[config.mk]
export PLATFORM = sky130hd
export DESIGN_NAME = guarded_word_receiver
export DESIGN_NICKNAME = d
export VERILOG_FILES = /design/src/rtl/guarded_word_receiver.sv
export SDC_FILE = /design/constraint.sdc
export NUM_CORES = 1
export LEC_CHECK = 0
export BUFFER_PORTS_ARGS = -buffer_cell sky130_fd_sc_hd__buf_4
export CAP_MARGIN = 0
export CELL_PAD_IN_SITES_DETAIL_PLACEMENT = 1
export CELL_PAD_IN_SITES_GLOBAL_PLACEMENT = 1
export CORE_MARGIN = 3
export CORE_UTILIZATION = 35
export DETAILED_ROUTE_END_ITERATION = 8
export GPL_TIMING_DRIVEN = 0
export PLACE_DENSITY = 0.77
export SLEW_MARGIN = 0
export SYNTH_ARGS = -nofsm -noshare
export SYNTH_HDL_FRONTEND = slang
export SYNTH_SLANG_ARGS = --single-unit
[constraint.sdc]
create_clock -name clk -period 2.4 [get_ports clk]
set_clock_uncertainty 0.15 [all_clocks]
set_input_delay 0 -clock clk [delete_from_list [all_inputs] [get_ports clk]]
set_output_delay 0 -clock clk [all_outputs]
set_load 0.02 [all_outputs]
[src/rtl/guarded_word_receiver.sv]
// Receive side of the guarded-output interface: phase-tagged FIFO with a
// multi-cycle zero-fill scrub and outputs masked to zero whenever not valid.
module guarded_word_receiver #(
  parameter int WIDTH = 32,
  parameter int DEPTH = 4,
  parameter int CNT_W = 8
) (
  input  logic             clk,
  input  logic             rst_n,
  input  logic             enable,
  input  logic             in_visible,
  input  logic [WIDTH-1:0] in_data,
  input  logic             scrub,
  input  logic             out_ready,
  output logic             out_valid,
  output logic [WIDTH-1:0] out_data,
  output logic [1:0]       out_phase,
  output logic [1:0]       phase,
  output logic             full,
  output logic [CNT_W-1:0] drop_count,
  output logic             busy
);

  localparam int AW = $clog2(DEPTH);
  localparam logic [AW:0]   FULL_COUNT = (AW+1)'(DEPTH);
  localparam logic [AW-1:0] LAST_IDX   = AW'(DEPTH - 1);

  typedef enum logic {
    RUN   = 1'b0,
    FLUSH = 1'b1
  } state_t;

  state_t state, state_next;

  logic [WIDTH-1:0] mem_data  [DEPTH];
  logic [1:0]       mem_phase [DEPTH];
  logic [AW-1:0]    wr_ptr, rd_ptr, flush_idx;
  logic [AW:0]      count;

  logic running, start_flush, flush_last;
  logic push_req, pop, accept, drop;

  assign running     = (state == RUN);
  assign start_flush = running && scrub;
  assign flush_last  = (state == FLUSH) && (flush_idx == LAST_IDX);

  // Zero words carry no information, so they are neither stored nor dropped.
  assign push_req  = running && !scrub && in_visible && (in_data != '0);
  assign out_valid = running && (count != '0);
  assign pop       = out_valid && out_ready && !scrub;
  assign full      = (count == FULL_COUNT);
  assign accept    = push_req && (!full || pop);
  assign drop      = push_req && full && !pop;
  assign busy      = (state == FLUSH);

  assign out_data  = out_valid ? mem_data[rd_ptr]  : '0;
  assign out_phase = out_valid ? mem_phase[rd_ptr] : '0;

  always_ff @(posedge clk or negedge rst_n) begin
    // NOTE: sequential state is always updated with non-blocking assignments
    // so every register samples pre-edge values regardless of block order.
    if (!rst_n) state <= RUN;
    else        state <= state_next;
  end

  always_comb begin
    // NOTE: default assigned first so no path leaves state_next unassigned,
    // which would otherwise infer a latch.
    state_next = state;
    case (state)
      RUN:     if (start_flush) state_next = FLUSH;
      FLUSH:   if (flush_last)  state_next = RUN;
      default: state_next = RUN;
    endcase
  end

  always_ff @(posedge clk or negedge rst_n) begin
    if (!rst_n) begin
      wr_ptr <= '0;
      rd_ptr <= '0;
      count  <= '0;
    end else if (start_flush) begin
      wr_ptr <= '0;
      rd_ptr <= '0;
      count  <= '0;
    end else begin
      if (accept) wr_ptr <= wr_ptr + 1'b1;
      if (pop)    rd_ptr <= rd_ptr + 1'b1;
      count <= count + (AW+1)'(accept) - (AW+1)'(pop);
    end
  end

  // Index wraps back to zero after the last entry because DEPTH is a power of two.
  always_ff @(posedge clk or negedge rst_n) begin
    if (!rst_n)              flush_idx <= '0;
    else if (start_flush)    flush_idx <= '0;
    else if (state == FLUSH) flush_idx <= flush_idx + 1'b1;
  end

  always_ff @(posedge clk or negedge rst_n) begin
    // NOTE: storage is reset too, so no X or stale secret can ever reach the
    // masked outputs; this costs reset fan-out on every entry.
    if (!rst_n) begin
      for (int i = 0; i < DEPTH; i++) begin
        mem_data[i]  <= '0;
        mem_phase[i] <= '0;
      end
    end else if (state == FLUSH) begin
      mem_data[flush_idx]  <= '0;
      mem_phase[flush_idx] <= '0;
    end else if (accept) begin
      mem_data[wr_ptr]  <= in_data;
      mem_phase[wr_ptr] <= phase;
    end
  end

  always_ff @(posedge clk or negedge rst_n) begin
    if (!rst_n)      phase <= '0;
    else if (enable) phase <= phase + 2'd1;
  end

  // Saturating: a wrapped counter would under-report loss.
  always_ff @(posedge clk or negedge rst_n) begin
    if (!rst_n)                         drop_count <= '0;
    else if (drop && (drop_count != '1)) drop_count <= drop_count + 1'b1;
  end

endmodule
[After elaboration in Yosys (flattened, before gate mapping)]
Cells that the tools add are included.
Word-level totals
  output and inout bits: 47
  logic and storage cells: 94
  bits in registers: 156
Cells by class
  magnitude comparators: 5
  reduce and logical (&&, ||, !) cells: 24
  bitwise logic cells: 8
  $add $sub $neg: 7
  multiplexer cells: 32
  eq/ne operators: 3
Operators with widths (number)
  128-bit two-way mux: 2
  32-bit two-way mux: 5
  128-bit bitwise AND: 1
  128-bit bitwise mux: 1
  32-bit demux with 2-bit select: 2
  128-bit inverter: 1
  32-bit binary-select mux with 2-bit select: 1
  32-bit nonzero test: 1
  2-bit two-way mux: 11
  8-bit two-way mux: 2
  1-bit logical AND: 14
  3-bit greater-or-equal comparator (second input constant): 3
  2-bit inverter with 3-bit output: 3
  2-bit by 1-bit adder with 2-bit output (second input constant): 4
  8-bit by 1-bit adder with 8-bit output (second input constant): 1
  8-bit bitwise AND: 1
  8-bit bitwise mux: 1
  2-bit demux with 2-bit select: 2
  8-bit inequality test (second input constant): 1
  8-bit inverter: 1
  2-bit nonzero test: 4
  3-bit by 1-bit less-than comparator with 1-bit output (second input constant): 2
  2-bit binary-select mux with 2-bit select: 1
  3-bit by 1-bit adder with 3-bit output: 1
  10 further kinds: 13

[Logic depth before layout (Yosys ltp)]
  word-level depth: 9
  mapped depth: 11
  mapped depth without buffers: 11

[Worst setup path before layout]
No wires, ideal clock.
  path type: flip-flop to flip-flop
  from: reg state, in the netlist busy
  to: reg count[2]
  required time: 2.131 ns
  stages on the path, launching flop included: 12
  buffers on the path: 0
  arrival time: 2.395 ns
  slack: -0.264 ns
  path through: dfrtp_1 -> nor2_4 -> a21oi_2 -> a211oi_4 -> inv_1 -> ha_1 -> inv_1 -> ha_1 -> fa_1 -> xnor2_1 -> xnor2_1 -> and2_1
On the way
  cells in the longest elaborated chain, start to end: 9
  elaborated cells on any way between the ends: 13
RTL lines
  from (decl): line 33  | state_t state, state_next;
  from (signal assigned): line 63  | else state <= state_next;
  1-bit inverter (*): line 43  | assign running = (state == RUN);
  1-bit logical AND: line 49  | assign out_valid = running && (count != '0);
  1-bit logical AND (2 in a row): line 50  | assign pop = out_valid && out_ready && !scrub;
  1-bit logical OR: line 52  | assign accept = push_req && (!full || pop);
  1-bit logical AND: line 52
  3-bit by 1-bit adder with 3-bit output: line 89  | count <= count + (AW+1)'(accept) - (AW+1)'(pop);
  3-bit by 1-bit subtractor with 3-bit output: line 89
  3-bit two-way mux (*): line 82  | end else if (start_flush) begin
  to (signal assigned): line 89
  to (decl): line 38  | logic [AW:0] count;
Every way passes the cells marked *; elsewhere a longest branch is shown, timed or not.
A chain may end at the register's enable or synchronous reset.

[Final worst setup path]
Same ends and word-level chain as after synthesis.

==> run summary <==
Status - complete, but fails checks
Violated checks - negative hold slack, negative setup slack
Setup TNS - -0.1127 ns
Crit path launch type - register
WP data required - 2.58 ns
Post-synthesis register bit count - 156
Worst skew pair latency - 0.43 ns
DP Wirelength - 15.75 mm
Worst Setup SP - busy
Vias in the first global route - 6896
Syn. warnings - 0
Min-delay worst type - in -> async
Layout Nets - 914
Cells after Synth - 708
Placed inst area - 8962 um2
Worst r2r src - busy
Overall Power - 10.33 mW
Lkg Pwr - 4.894 nW
Post-synth EDFFs - 0
Post-Synthesis Cell Area - 7940 um2
Fin. Hold Viols - 5
Critical Path End Type - register
Final setup viols - 2
Top-area cell type share of the netlist area - 49.16%
Sw Pwr - 3.781 mW
CTS H-tree lvls - 4
Worst slew pin tran - 0.6297 ns
Die width - 156.6 um
Core box area - 22030 um2
Initial antenna violation count - 0
Via count - 6345
Syn-to-layout area delta - 27.73%
Rows - 54
Starting Density - 36.05%
Remaining global-route overflow - 0
Sequential share of the synthesized area - 49.16%
Syn nets - 758
Ant. Diodes - 0
Layout cells sized above 1 - 24.63%
Switch share - 36.59%
Arrival @ worst endpoint - 2.69 ns
Die height - 156.6 um
Seq pwr share - 36.5%
TritonCTS Sinks - 156
Clk pwr share - 27.6%
Global-route wire length before repair - 39.70 mm
Antenna-violating nets left - 0
Distinct cell type count after synthesis - 38
Crit Path Category - reg -> reg
RSZ-0062 raised after global routing - yes
Die ar. - 24530 um2
Pwr dens - 1019 nW/um2
Cell depth of the worst flop-to-flop path - 11
CTS tree - built
Terminus of the critical flop-to-flop path - count[2]
Fill cells - 2358
Largest net degree at the start of global routing - 82
DR pass1 iterations - 5
CP max FO - 3
Peak supply drop - 0.0003961 V
Worst-path clk slew - 0.07 ns
Comb pwr share - 35.9%
Pins Over Slew Limit - 0
Final Cycle Share - 104.6%
Minimum clock period - 2.512 ns
I/O pin count - 85
Max-slew headroom - 58.02%
FFs w/ async S/R, synth - 100.0%
Avg WL per Cell - 21.26 um
Synth cell count leaders - dfrtp_1 (156), nand2_1 (125), o21ai_0 (44)
Fin area - 10140 um2
PnR worst setup slack - -0.1115 ns
Drt first-iter violations - 489
Max cap viols - 0
GP Congestion - 0.7733
Vias per Instance - 5.484
Yosys top cell by area - dfrtp_1
GRT Overall Usage - 20.79%
Internal power - 6.552 mW
Port buffer count - 84
Root Driver - clkbuf_16
Setup WS pre-CTS - -0.3799 ns
Hold slack - -0.01018 ns
Most common cell in the netlist - dfrtp_1
Avg Inst Size Synth - 11.21 um2
Synth area leaders - dfrtp_1 (49%), mux4_2 (9.6%), nand2_1 (5.9%)
Final wirelength - 24.60 mm
Max Freq - 398.2 MHz
TritonCTS buffer count - 17
Clock buffer depth - 2
Residual DRC - 0
Reg2Reg Setup Slack - -0.11 ns
Top FF cell, synth - dfrtp_1
[placed cells by master (no fill, tap or decap), types with 4 or more instances in the layout]
cell type      count
nor3_1             4
xor2_1            10
o21ai_0           44
buf_6              6
inv_1             42
and2_1            37
ha_1              10
nor3b_1           43
mux2i_1           34
clkbuf_2           5
buf_2              9
clkbuf_1          20
dlygate4sd3_1     37
clkbuf_16         17
a22o_1            21
a221o_1           42
buf_4            105
nand3_1            9
dfrtp_1          154
nor4_1             8
nand2_1          124
mux4_2            34
[flip-flops by register name, indices dropped and copies added, names as in the netlist]
| signal | cells |
|---|---|
| busy | 1 |
| count | 3 |
| mem_data | 128 |
| mem_phase | 8 |
| drop_count | 8 |
| flush_idx | 2 |
| phase | 2 |
| wr_ptr | 2 |
| rd_ptr | 2 |
[metal layers]
layer	global-route usage, %	part of all wire [%]	routed length, um
met1	28.66	45	11000
met2	34.06	49	12060
met3	3.595	4.5	1105
met4	5.752	1.8	437
met5	0	0	0
[what timing repair did]
item | CTS | global route
hold buffers | 37 | 0
gates cloned | 0 | 0
setup endpoints to repair | 33 | 118
pin swaps | 4 | 8
hold endpoints to repair | 295 | 0
resized for setup | 13 | 24
buffers inserted | 7 | 8
[stage by stage]
stage               utilization [%]  std cells
detailed placement            40.69       1073
finish                        46.05       1157
global route                  46.05       1157
global placement              40.53       1072
CTS                           45.56       1149
floorplan                         -        708
[how the worst max path moves through the flow]
stage,slack (ns),endpoint,cells after the start
detailed placement,-0.38,count[2],10
floorplan,-0.15,count[2],11
global route,-0.24,count[2],11
CTS,-0.13,count[2],11
global placement,-0.43,count[2],10
finish,-0.11,count[2],11
[power by group through the flow]
stage | Sequential, mW | Clock, mW | Combinational (mW)
global route | 3.85 | 3.00 | 4.06
floorplan | 3.68 | 0 | 2.20
finish | 3.77 | 2.85 | 3.71
global placement | 3.77 | 0 | 3.27
CTS | 3.76 | 2.88 | 3.60
detailed placement | 3.80 | 0 | 3.38
[worst max-delay path, stage by stage (launching register included)]
cell and delay [ns]:
dfrtp_2 0.44, nor2_4 0.15, nand2_2 0.10, a211oi_4 0.25, inv_1 0.07, ha_1 0.28, inv_1 0.04, ha_2 0.17
fa_2 0.33, xnor2_1 0.19, xnor2_1 0.08, and2_1 0.15
[layout make-up]
cell class | count | area [um2] | area share [%]
Clock buffer | 19 | 442.9 | 4.367
Clock inverter | 13 | 166.4 | 1.641
Timing Repair Buffer | 137 | 1149 | 11.32
Multi-Input combinational cell | 458 | 3626 | 35.75
Buffer | 52 | 344.1 | 3.393
Tap cell | 280 | 350.3 | 3.454
Inverter | 42 | 157.7 | 1.554
Sequential cell | 156 | 3906 | 38.51
[kinds of logic (layout without fill, tap and decap cells)]
family	count (synthesis)	count (layout)	synth area share, %
muxes	70	70	14.21
buffers and inverters	94	263	5.689
AOI/OAI and AO/OA	117	117	11.42
xor gates and xnor gates	13	13	1.434
and+or+nand+nor	246	246	16.09
DFF	156	156	49.16
adders and majority gates	12	12	1.985
No activity file was read; power rests on OpenSTA's default activity.
